File: config.mk
export PLATFORM = sky130hd
export DESIGN_NAME = pc_stack
export DESIGN_NICKNAME = d
export VERILOG_FILES = /design/src/rtl/pc_stack_pkg.sv /design/src/rtl/ras_lifo.sv /design/src/rtl/pc_stack.sv
export SDC_FILE = /design/constraint.sdc
export NUM_CORES = 1
export LEC_CHECK = 0
export BUFFER_PORTS_ARGS = -buffer_cell sky130_fd_sc_hd__buf_2
export CAP_MARGIN = 25
export CORE_ASPECT_RATIO = 1.1
export CORE_UTILIZATION = 56
export DETAILED_ROUTE_END_ITERATION = 10
export MAX_ROUTING_LAYER = met4
export PLACE_DENSITY = 0.75
export SYNTH_ARGS = -nofsm -noshare
export SYNTH_HDL_FRONTEND = slang
export SYNTH_HIERARCHICAL = 1
export SYNTH_SLANG_ARGS = --single-unit
File: constraint.sdc
create_clock -name clk -period 5.3 [get_ports clk]
set_input_delay 1.06 -clock clk [delete_from_list [all_inputs] [get_ports clk]]
set_output_delay 1.06 -clock clk [all_outputs]
set_load 0.02 [all_outputs]
File: src/rtl/pc_stack_pkg.sv
// pc_stack_pkg: shared definitions for the program-counter / return-stack block.
//   cmd_e        - decoded per-cycle command, one value per priority level
//   DEF_*        - default parameter values (15-bit PC, 8-entry stack, reset to 0)
//   decode_cmd() - priority decoder: stall > ret > call > load > inc > hold
package pc_stack_pkg;

  typedef enum logic [2:0] {
    CMD_HOLD,
    CMD_INC,
    CMD_LOAD,
    CMD_CALL,
    CMD_RET,
    CMD_STALL
  } cmd_e;

  localparam int unsigned DEF_ADDR_W    = 15;
  localparam int unsigned DEF_DEPTH     = 8;
  localparam int unsigned DEF_RESET_VEC = 0;

  function automatic cmd_e decode_cmd(input logic stall, input logic ret,
                                      input logic call, input logic load,
                                      input logic inc);
    if (stall)     return CMD_STALL;
    else if (ret)  return CMD_RET;
    else if (call) return CMD_CALL;
    else if (load) return CMD_LOAD;
    else if (inc)  return CMD_INC;
    else           return CMD_HOLD;
  endfunction

endpackage

File: src/rtl/ras_lifo.sv
// ras_lifo: return-address stack (LIFO) with occupancy counter.
//   clk, reset_n : clock, async active-low reset (clears occupancy only)
//   push, wdata  : write wdata at the slot above the top; ignored when full
//   pop          : discard the top entry; ignored when empty; push wins if both
//   rdata        : current top entry (stack[depth-1]); meaningless when empty
//   depth        : occupancy 0..DEPTH
//   full, empty  : depth==DEPTH / depth==0, decoded from depth
module ras_lifo #(
  parameter int unsigned W     = 15,
  parameter int unsigned DEPTH = 8
) (
  input  logic                     clk,
  input  logic                     reset_n,
  input  logic                     push,
  input  logic                     pop,
  input  logic [W-1:0]             wdata,
  output logic [W-1:0]             rdata,
  output logic [$clog2(DEPTH):0]   depth,
  output logic                     full,
  output logic                     empty
);

  localparam int unsigned AW = $clog2(DEPTH);

  logic [W-1:0]  mem [DEPTH];
  logic [AW:0]   cnt;
  logic [AW-1:0] wr_idx;
  logic [AW-1:0] rd_idx;

  // Low bits of the count address the next free slot; when full they wrap
  // to 0 but the write is gated off by full.
  assign wr_idx = cnt[AW-1:0];
  assign rd_idx = cnt[AW-1:0] - AW'(1);
  assign rdata  = mem[rd_idx];
  assign depth  = cnt;
  assign full   = (cnt == (AW+1)'(DEPTH));
  assign empty  = (cnt == '0);

  // Storage carries no reset; only entries below depth are ever read.
  always_ff @(posedge clk) begin
    if (push && !full) begin
      mem[wr_idx] <= wdata;
    end
  end

  always_ff @(posedge clk or negedge reset_n) begin
    if (!reset_n) begin
      cnt <= '0;
    end else if (push && !full) begin
      cnt <= cnt + (AW+1)'(1);
    end else if (pop && !empty) begin
      cnt <= cnt - (AW+1)'(1);
    end
  end

endmodule

File: src/rtl/pc_stack.sv
// pc_stack: program counter with call/return address stack.
//   clk, reset_n          : clock, async active-low reset
//   stall                 : freeze everything (including err_clr) this cycle
//   inc / load / call / ret: pc+1 / pc<=data_in / push pc+1 & jump / pop into pc
//   data_in               : jump and call target
//   err_clr               : clear sticky overflow/underflow (errors this cycle win)
//   pc_out                : registered program counter
//   depth                 : stack occupancy 0..DEPTH
//   stack_full/stack_empty: decoded from depth
//   overflow/underflow    : sticky flags for call-when-full / ret-when-empty
module pc_stack
  import pc_stack_pkg::*;
#(
  parameter int unsigned        ADDR_W    = DEF_ADDR_W,
  parameter int unsigned        DEPTH     = DEF_DEPTH,
  parameter logic [ADDR_W-1:0]  RESET_VEC = ADDR_W'(DEF_RESET_VEC)
) (
  input  logic                    clk,
  input  logic                    reset_n,
  input  logic                    stall,
  input  logic                    inc,
  input  logic                    load,
  input  logic                    call,
  input  logic                    ret,
  input  logic [ADDR_W-1:0]       data_in,
  input  logic                    err_clr,
  output logic [ADDR_W-1:0]       pc_out,
  output logic [$clog2(DEPTH):0]  depth,
  output logic                    stack_full,
  output logic                    stack_empty,
  output logic                    overflow,
  output logic                    underflow
);

  cmd_e              cmd;
  logic [ADDR_W-1:0] pc_next_seq;
  logic [ADDR_W-1:0] top;
  logic              push;
  logic              pop;
  logic              ovf_evt;
  logic              unf_evt;

  always_comb begin
    cmd         = decode_cmd(stall, ret, call, load, inc);
    pc_next_seq = pc_out + ADDR_W'(1);
    push        = (cmd == CMD_CALL) && !stack_full;
    pop         = (cmd == CMD_RET)  && !stack_empty;
    ovf_evt     = (cmd == CMD_CALL) &&  stack_full;
    unf_evt     = (cmd == CMD_RET)  &&  stack_empty;
  end

  ras_lifo #(
    .W     (ADDR_W),
    .DEPTH (DEPTH)
  ) u_ras (
    .clk     (clk),
    .reset_n (reset_n),
    .push    (push),
    .pop     (pop),
    .wdata   (pc_next_seq),
    .rdata   (top),
    .depth   (depth),
    .full    (stack_full),
    .empty   (stack_empty)
  );

  always_ff @(posedge clk or negedge reset_n) begin
    if (!reset_n) begin
      pc_out    <= RESET_VEC;
      overflow  <= 1'b0;
      underflow <= 1'b0;
    end else if (cmd != CMD_STALL) begin
      unique case (cmd)
        CMD_INC:  pc_out <= pc_next_seq;
        CMD_LOAD: pc_out <= data_in;
        CMD_CALL: if (push) pc_out <= data_in;
        CMD_RET:  if (pop)  pc_out <= top;
        default:  pc_out <= pc_out;
      endcase
      // Clear first, then let this cycle's error event re-assert its flag.
      overflow  <= ovf_evt || (overflow  && !err_clr);
      underflow <= unf_evt || (underflow && !err_clr);
    end
  end

endmodule
* Word level (Yosys, flattened, before mapping)
Memories as Yosys holds them, arrays and structs flattened.
Index checks and enable logic that the tools add are counted.
** Storage, ports and cells
- Output and inout port bits :: 23
- Memories kept :: 1
- Bits of input ports :: 23
- Memory bits (writable) :: 120
- Bits in registers :: 21
- Logic and storage cells :: 46
** Operators by class
- Equal/unequal tests :: 8
- Add/subtract/negate cells :: 4
- Multiplexer cells :: 12
- Reduce and logical (&&, ||, !) cells :: 17
** Memory list
- u_ras.mem :: words 8, bits a word 15, read ports 1, clocked after memory_dff 0, wr ports 1, RTL line ras_lifo.sv:25 : logic [W-1:0] mem [DEPTH];
** Operator list (count)
- $pmux W15 S4 :: 1
- $mux W15 :: 2
- $add A15 B1 Y15 const B :: 1
- $logic_and A1 B1 Y1 :: 8
- $mux W4 :: 2
- $eq A3 B2 Y1 const B :: 2
- $mux W3 :: 2
- $add A4 B1 Y4 const B :: 1
- $eq A4 B4 Y1 const B :: 1
- $logic_not A4 Y1 :: 1
- $mux W2 :: 2
- $ne A2 B1 Y1 const B :: 2
- $reduce_and A4 Y1 :: 1
- $reduce_bool A4 Y1 :: 1
- $sub A4 B1 Y4 const B :: 1
- $eq A3 B1 Y1 const B :: 1
- $eq A3 B3 Y1 const B :: 1
- $logic_not A1 Y1 :: 3
- $mux W1 :: 3
- $ne A3 B3 Y1 const B :: 1
- $sub A3 B1 Y3 const B :: 1
- $logic_or A1 B1 Y1 :: 2
- $reduce_bool A2 Y1 :: 1

* Depth between registers and ports, before layout
Gate-level depths: netlist of run 1.
- Word-level depth :: 10
- Gate-level depth with buffers :: 13

* Hierarchy
Netlist of run 1, hierarchy kept.
** Modules (own cells, without submodules)
- ras_lifo :: times used 1, cells an instance 220, area each 5017.3 µm²
- pc_stack :: times used 1, cells an instance 146, area each 1320.0 µm²

* Worst setup path after synthesis of run 1
OpenSTA, ideal clock, no wires.
- Path type :: reg2reg
- Start :: reg u_ras.cnt[0] (netlist: u_ras/depth[0])
- End :: mem u_ras.mem[2][0] (enable)
- Cell stages (with the launch flop) :: 11
- Arrival time :: 3.401 ns
- Required time :: 4.891 ns
- Library setup time :: 0.409 ns
- Path slack :: 1.490 ns
- Path through :: dfrtp_1 -> buf_6 -> buf_6 -> inv_1 -> ha_1 -> nor2b_1 -> and2_1 -> nor2_1 -> clkbuf_1 -> nand2_1 -> nor3b_1
** On the way
- Longest elaborated chain between the ends :: 6
** Ends and longest elaborated chain
- from (decl) :: RTL line ras_lifo.sv:26 : logic [AW:0] cnt;
- from (signal assigned) :: RTL line ras_lifo.sv:50 : cnt <= cnt + (AW+1)'(1);
- from (signal assigned) :: RTL line ras_lifo.sv:52 : cnt <= cnt - (AW+1)'(1);
- $eq A4 B4 Y1 :: RTL line ras_lifo.sv:36 : assign full = (cnt == (AW+1)'(DEPTH));
- net stack_full :: RTL line pc_stack.sv:29 : output logic stack_full,
- $logic_not A1 Y1 :: RTL line pc_stack.sv:46 : push = (cmd == CMD_CALL) && !stack_full;
- $logic_and A1 B1 Y1 :: RTL line pc_stack.sv:46
- net push :: RTL line pc_stack.sv:38 : logic push;
- $logic_and A1 B1 Y1 :: RTL line ras_lifo.sv:41 : if (push && !full) begin
- $mux W1 :: RTL line ras_lifo.sv:41
- $mux W1 (implied by the code) :: RTL line ras_lifo.sv:42 : mem[wr_idx] <= wdata;
- to (decl) :: RTL line ras_lifo.sv:25
The timed path passes the listed nets, and every way through them passes these cells.

* Worst setup path after layout of run 1
- Start :: reg u_ras.cnt[1] (netlist: u_ras/depth[1])
- End :: mem u_ras.mem[2][2] (enable)
** On the way
- Longest elaborated chain between the ends :: 6
** Ends and longest elaborated chain (RTL line)
- $eq A4 B4 Y1 :: ras_lifo.sv:36
- $logic_not A1 Y1 :: pc_stack.sv:46
- $logic_and A1 B1 Y1 :: pc_stack.sv:46
- net push :: pc_stack.sv:38
- $logic_and A1 B1 Y1 :: ras_lifo.sv:41
- $mux W1 :: ras_lifo.sv:41
- $mux W1 (implied by the code) :: ras_lifo.sv:42
The timed path passes the listed nets, and every way through them passes these cells.

==> results.cfg, run 1 <==
[place]
port-buffer-count = 45
dp_cells = 545
routabilityCongestion = 0.7939
pre_cts_slack_ns = 1.577
dpl.hpwl_um = 8746

[sta]
fin_ws_ns = 1.867
finalHoldViolCount = 0
slew_violations = 0
rsz0062_at_grt = false
tns_ns = 0
slew_headroom_pct = 33.10
min_period_ns = 3.433
fin_crit_sh_pct = 64.77
tightest_slew_ns = 0.9998
setup_viol = 0
skew_ns = 0.006380
fmax_mhz = 291.3

[synth]
syn-num-nets = 394
yosys_warnings = 6
synth_ff_type = edfxtp_1
synth_seq_cells = 141
synth_top_area_share_pct = 56.86
synthCells = 366
ys_seq_area_share_pct = 65.15
synth_area_sq_um = 6337
ys_types = 53
synth-edff-count = 120
avgSynthCellArea_sq_um = 17.32
synth_top_area_cell = edfxtp_1
synth_area_leaders = edfxtp_1 57%, mux4_2 9.2%, dfrtp_1 8.3%
synth-async-reset-ratio_pct = 14.89

[clock_tree]
ctsResizeCount = 0
post_cts_buffers = 0
cts_tree = done
htreeDepth = 4
cts.clk_slew.worst_paths_ns = 0.06
numCtsBuffers = 17
cts_hold_buffers = 0
ctsRootBufferMaster = clkbuf_16
clockBufferDepth = 2
worstSkewPairLatency_ns = 0.41
numClockSinks = 141

[global_routing]
grt-busiest-layer = met2
use_met1_pct = 35.34
antenna_found_initial = 0
grt_pass1_wl_um = 21860
globalRouteMet2Util_pct = 41.59
grt_overflow = 0
grt_pass1_vias = 3897
grt_max_degree = 37
grt_usage_pct = 27.42
met3_usage_pct = 5.392

[power]
netSwitchingFraction_pct = 33.44
peakVddDrop_mv = 0.2714
p_per_area_nw_per_um2 = 618.1
power_leakage_uw = 0.002591
pwr-share-clk_pct = 26.6
switchingPower_uw = 1506
design_power_total_uw = 4503
seq_power_share_pct = 36.4
internal_power_uw = 2997
pwr-share-comb_pct = 37.0

[setup_path]
start_kind = flip-flop
worstPathBufferInverterCount = 2
crit_type = reg -> reg
crit_family = simple AND/OR/NAND/NOR gates
crit_required_ns = 5.41
rr_startpoint = u_ras/depth[1]
crit_chain = inv_1 -> ha_1 -> nor2b_1 -> and2_1 -> nor2_1 -> nand2_1 -> nor3b_2 -> buf_4
crit_fanout = 10
cp.arrival_ns = 3.54
worst_setup_path_end_kind = flip-flop
r2r_setup_slack_ns = 1.87
slowest_stage = nor3b_2
r2r-end = u_ras/mem[2][2]
r2r_cells = 8
critical_path.max_stage_delay_ns = 0.72

[finish]
num-fill-cells = 733
finish.utilization_pct = 66.46
n_antenna_cell = 0
drive_above_1_share_pct = 32.09
multi_input_area_sq_um = 2042
layout.cells.non_filler = 577
seqCellArea_sq_um = 4130
fin_nets = 445
areaGrowthSynthToFinish_pct = 14.95

[floorplan]
core.rowCount = 40
die-area_sq_um = 11750
chipWidth_um = 103.4
fp.coreArea_sq_um = 10960
die_h_um = 113.6
initial_core_util_pct = 57.82
ios = 46

[min_path]
hp-start = overflow
hold_path_class = reg -> reg
whs_endpoint = overflow
hold-path-cell-count = 1

[detailed_routing]
first_iter_violations = 394
vias = 3770
postRouteAntennaNets = 0
drc = 0
viasPerCell = 6.534
first_pass_iters = 5
wl_per_cell_um = 24.96
wl_um = 14400

[outcome]
status = completed

[job]
drv_cap = 0
-- metrics by stage --
step	hold slack, ns	cell area (sq um)
finish	0.5026	7284
global route	0.5256	7284
CTS	0.4978	7284
detailed placement	0.4845	6686
global placement	0.4719	6686
floorplan	0.6097	6337
-- cells by family (layout without fill, tap and decap cells) --
kind of cell | count (synthesis) | count (layout) | synth area share, %
buf+inv | 31 | 95 | 2.784
flops | 141 | 141 | 65.15
fa+ha+maj | 5 | 5 | 1.106
mux | 49 | 49 | 15.14
xor+xnor | 16 | 16 | 2.508
simple gates | 61 | 61 | 5.410
compound gates | 63 | 63 | 7.897
-- cell usage after synthesis (all sizes together) (3+ instances only) --
cell,n
ha,4
mux2,18
and3,4
buf,8
or2,3
o31ai,7
nor2,10
o21ai,5
xor2,4
a21oi,5
nand4,3
nor2b,7
xnor2,12
a22o,8
o22ai,4
clkbuf,15
nand3,6
a32oi,11
nand2,10
dfrtp,21
edfxtp,120
nor3,4
and4,3
a211oi,5
mux4,30
a211o,7
a222oi,3
inv,8
-- layout make-up --
class                           count  area share, %
Clock buffer                       19          5.943
Clock inverter                     13          2.267
Inverter                            8         0.4122
Multi-Input combinational cell    194          28.03
Sequential cell                   141          56.70
Tap cell                          147          2.525
Timing Repair Buffer               55          4.122
-- registers in the layout, indices dropped and copies added, names as in the netlist --
signal / flops
underflow: 1
pc_out: 15
u_ras/depth: 4
overflow: 1
u_ras/mem: 120
-- layer usage --
layer	part of all wire (%)	up-vias	routed length, um
li1	-	1605	-
met1	39	1921	5560
met2	50	199	7133
met3	8.0	45	1146
met4	3.9	0	561
met5	0	-	0
-- layout by cell type (no fill, tap or decap), types with 4 or more instances in the layout --
master | Yosys | layout
o21ai_0 | 5 | 5
nand3_1 | 6 | 6
mux2_4 | 15 | 15
inv_1 | 8 | 8
a211oi_1 | 5 | 5
ha_1 | 4 | 4
and3_1 | 4 | 4
a22o_1 | 8 | 8
mux4_1 | 4 | 4
edfxtp_1 | 120 | 120
clkinvlp_4 | 0 | 4
o31ai_1 | 7 | 7
xnor2_1 | 12 | 12
mux4_2 | 26 | 26
nor2_1 | 10 | 10
a32oi_1 | 11 | 11
nor2b_1 | 7 | 7
clkbuf_16 | 0 | 17
buf_2 | 1 | 45
buf_4 | 2 | 10
o22ai_1 | 4 | 4
dfrtp_1 | 21 | 20
nor3_1 | 4 | 4
a211o_1 | 7 | 7
nand2_1 | 10 | 10
a21oi_1 | 4 | 4
-- how the worst max path moves through the flow --
stage	endpoint	cells past startpoint	startpoint
global placement	u_ras/mem[5][10]	8	stall
floorplan	u_ras/mem[2][0]	10	u_ras/depth[0]
CTS	u_ras/mem[2][2]	8	u_ras/depth[1]
detailed placement	u_ras/mem[5][10]	8	stall
finish	u_ras/mem[2][2]	8	u_ras/depth[1]
global route	u_ras/mem[2][2]	8	u_ras/depth[1]
-- worst reg2reg max path: cells and delay by family, from the launching register on --
family / cells / cell delay, ns
adder cells (fa/ha/maj): 1 / 0.28
buffers and inverters: 2 / 0.44
AND/OR/NAND/NOR: 5 / 1.90
flip-flops: 1 / 0.50
-- power by group through the flow --
stage | clock network [uW] | logic [uW] | registers (uW)
2_1_floorplan | 0 | 1210 | 1690
3_3_place_gp | 0 | 1590 | 1650
3_5_place_dp | 0 | 1640 | 1660
4_1_cts | 1210 | 1670 | 1640
5_1_grt | 1260 | 1770 | 1650
6_report | 1200 | 1670 | 1640
Power figures use the tool's default switching activity.
==> inputs of run 2 (changes only) <==
- clock period: 5.3 -> 3.5 ns (I/O delays scaled with it)
==> run 2 against run 1 <==
Compared with the run above: wire length decreased by 1.8%; critical path depth up 3; power up 50%; fmax up 16%; global-route usage fell by 0.32 points; sequential cell count did not move; utilization is 0.67 points higher; clock power is 48% higher; highest routed layer unchanged.
==> results.cfg, run 2 (synthesis results as in run 1) <==
[detailed_routing]
viasPerCell = 6.372
wl_um = 14140
first_pass_iters = 7
postRouteAntennaNets = 0
dr.max_layer_used = met4
route.met2.wl_um = 6958
wl_met3_um = 1177
first_iter_violations = 469
met1_length_um = 5759
drc = 0
wl_per_cell_um = 24.05
vias = 3747

[floorplan]
fp.coreArea_sq_um = 10960
die-area_sq_um = 11750
chipWidth_um = 103.4
die_h_um = 113.6
ios = 46
initial_core_util_pct = 57.82
core.rowCount = 40

[clock_tree]
ctsRootBufferMaster = clkbuf_16
numClockSinks = 141
cts_tree = done
cts_hold_buffers = 0
worstSkewPairLatency_ns = 0.42
ctsResizeCount = 0
cts.clk_slew.worst_paths_ns = 0.06
clockBufferDepth = 2
post_cts_buffers = 0
htreeDepth = 4
numCtsBuffers = 17

[setup_path]
crit_type = reg -> reg
worst_setup_path_end_kind = flip-flop
crit_required_ns = 3.81
cp.arrival_ns = 3.28
start_kind = flip-flop
crit_fanout = 10

[global_routing]
antenna_found_initial = 0
grt_overflow = 0
grt_pass1_vias = 3705
grt_max_degree = 37
grt_usage_pct = 27.10
grt_pass1_wl_um = 21380

[power]
p_per_area_nw_per_um2 = 915.8
power_leakage_uw = 0.002650
peakVddDrop_mv = 0.3591
design_power_total_uw = 6739

[finish]
largest_register_ff_count = 120
num-fill-cells = 745
drive_above_1_share_pct = 33.79
final_common_cell = edfxtp_1
n_antenna_cell = 0
top_register = u_ras/mem
fin_nets = 456
mostFrequentLayoutCells = 120 x edfxtp_1, 45 x buf_2, 26 x mux4_2
areaGrowthSynthToFinish_pct = 16.11

[sta]
tightest_slew_ns = 0.8553
slew_headroom_pct = 42.77
fin_ws_ns = 0.5378
setup_viol = 0
hold_ws_ns = 0.2530
min_period_ns = 2.962
rsz0062_at_grt = false
finalHoldViolCount = 0
skew_ns = 0.005635
slew_violations = 0
fin_crit_sh_pct = 84.63
fmax_mhz = 337.6

[place]
pre_cts_slack_ns = 0.5983
dpl.hpwl_um = 8752
routabilityCongestion = 0.8589
port-buffer-count = 45

[job]
drv_cap = 0

[outcome]
status = completed

[min_path]
hold_path_class = in -> async
-- run 2: area by class of cell --
| cell class | count | area (sq um) | area share (%) |
|---|---|---|---|
| Timing Repair Buffer | 66 | 382.9 | 5.203 |
| Clock buffer | 22 | 474.2 | 6.444 |
| Clock inverter | 10 | 115.1 | 1.564 |
| Sequential cell | 141 | 4130 | 56.13 |
| Tap cell | 147 | 183.9 | 2.500 |
| Inverter | 8 | 30.03 | 0.4081 |
| Multi-Input combinational cell | 194 | 2042 | 27.75 |
-- run 2: routing by layer --
metal,track usage [%],up-vias
li1,-,1633
met5,-,-
met4,10.99,0
met1,36.68,1908
met3,6.373,27
met2,39.91,179
-- run 2: critical path, cell delays in order, from the launching register on --
cell and delay (ns):
dfrtp_2 0.40, inv_1 0.16, ha_1 0.32, nor2b_1 0.31
and2_1 0.26, nor2_1 0.07, buf_4 0.16, nand2b_1 0.15
ha_1 0.29, a21oi_1 0.30, a211oi_1 0.15, nor4_1 0.29
-- run 2: power by group --
| part | total (uW) | leakage, uW | switching [uW] | internal, uW |
|---|---|---|---|---|
| sequential | 2470 | 0.00135 | 228 | 2240 |
| combinational | 2510 | 0.00102 | 1300 | 1200 |
| clock | 1770 | 0.000282 | 664 | 1100 |
-- run 2: path summary, 6_finish.rpt --
check / start / end / slack (ns) / cells past startpoint
hold / removal: reset_n / overflow / 0.25 / 1
hold reg to reg: overflow / overflow / 0.50 / 1
setup / recovery: u_ras/depth[0] / u_ras/depth[3] / 0.54 / 11
min in group clk: overflow / overflow / 0.50 / 1
setup reg to reg: u_ras/depth[0] / u_ras/depth[3] / 0.54 / 11
max in group asynchronous: reset_n / u_ras/depth[0] / 2.87 / 1
-- run 2: stage by stage --
step,cells,instance area (sq um),util [%],TNS (ns)
2_1_floorplan,366,6337,-,-9.302
3_3_place_gp,556,6769,61.76,0
3_5_place_dp,556,6769,61.76,0
4_1_cts,588,7358,67.13,0
5_1_grt,588,7358,67.13,0
6_report,588,7358,67.13,0
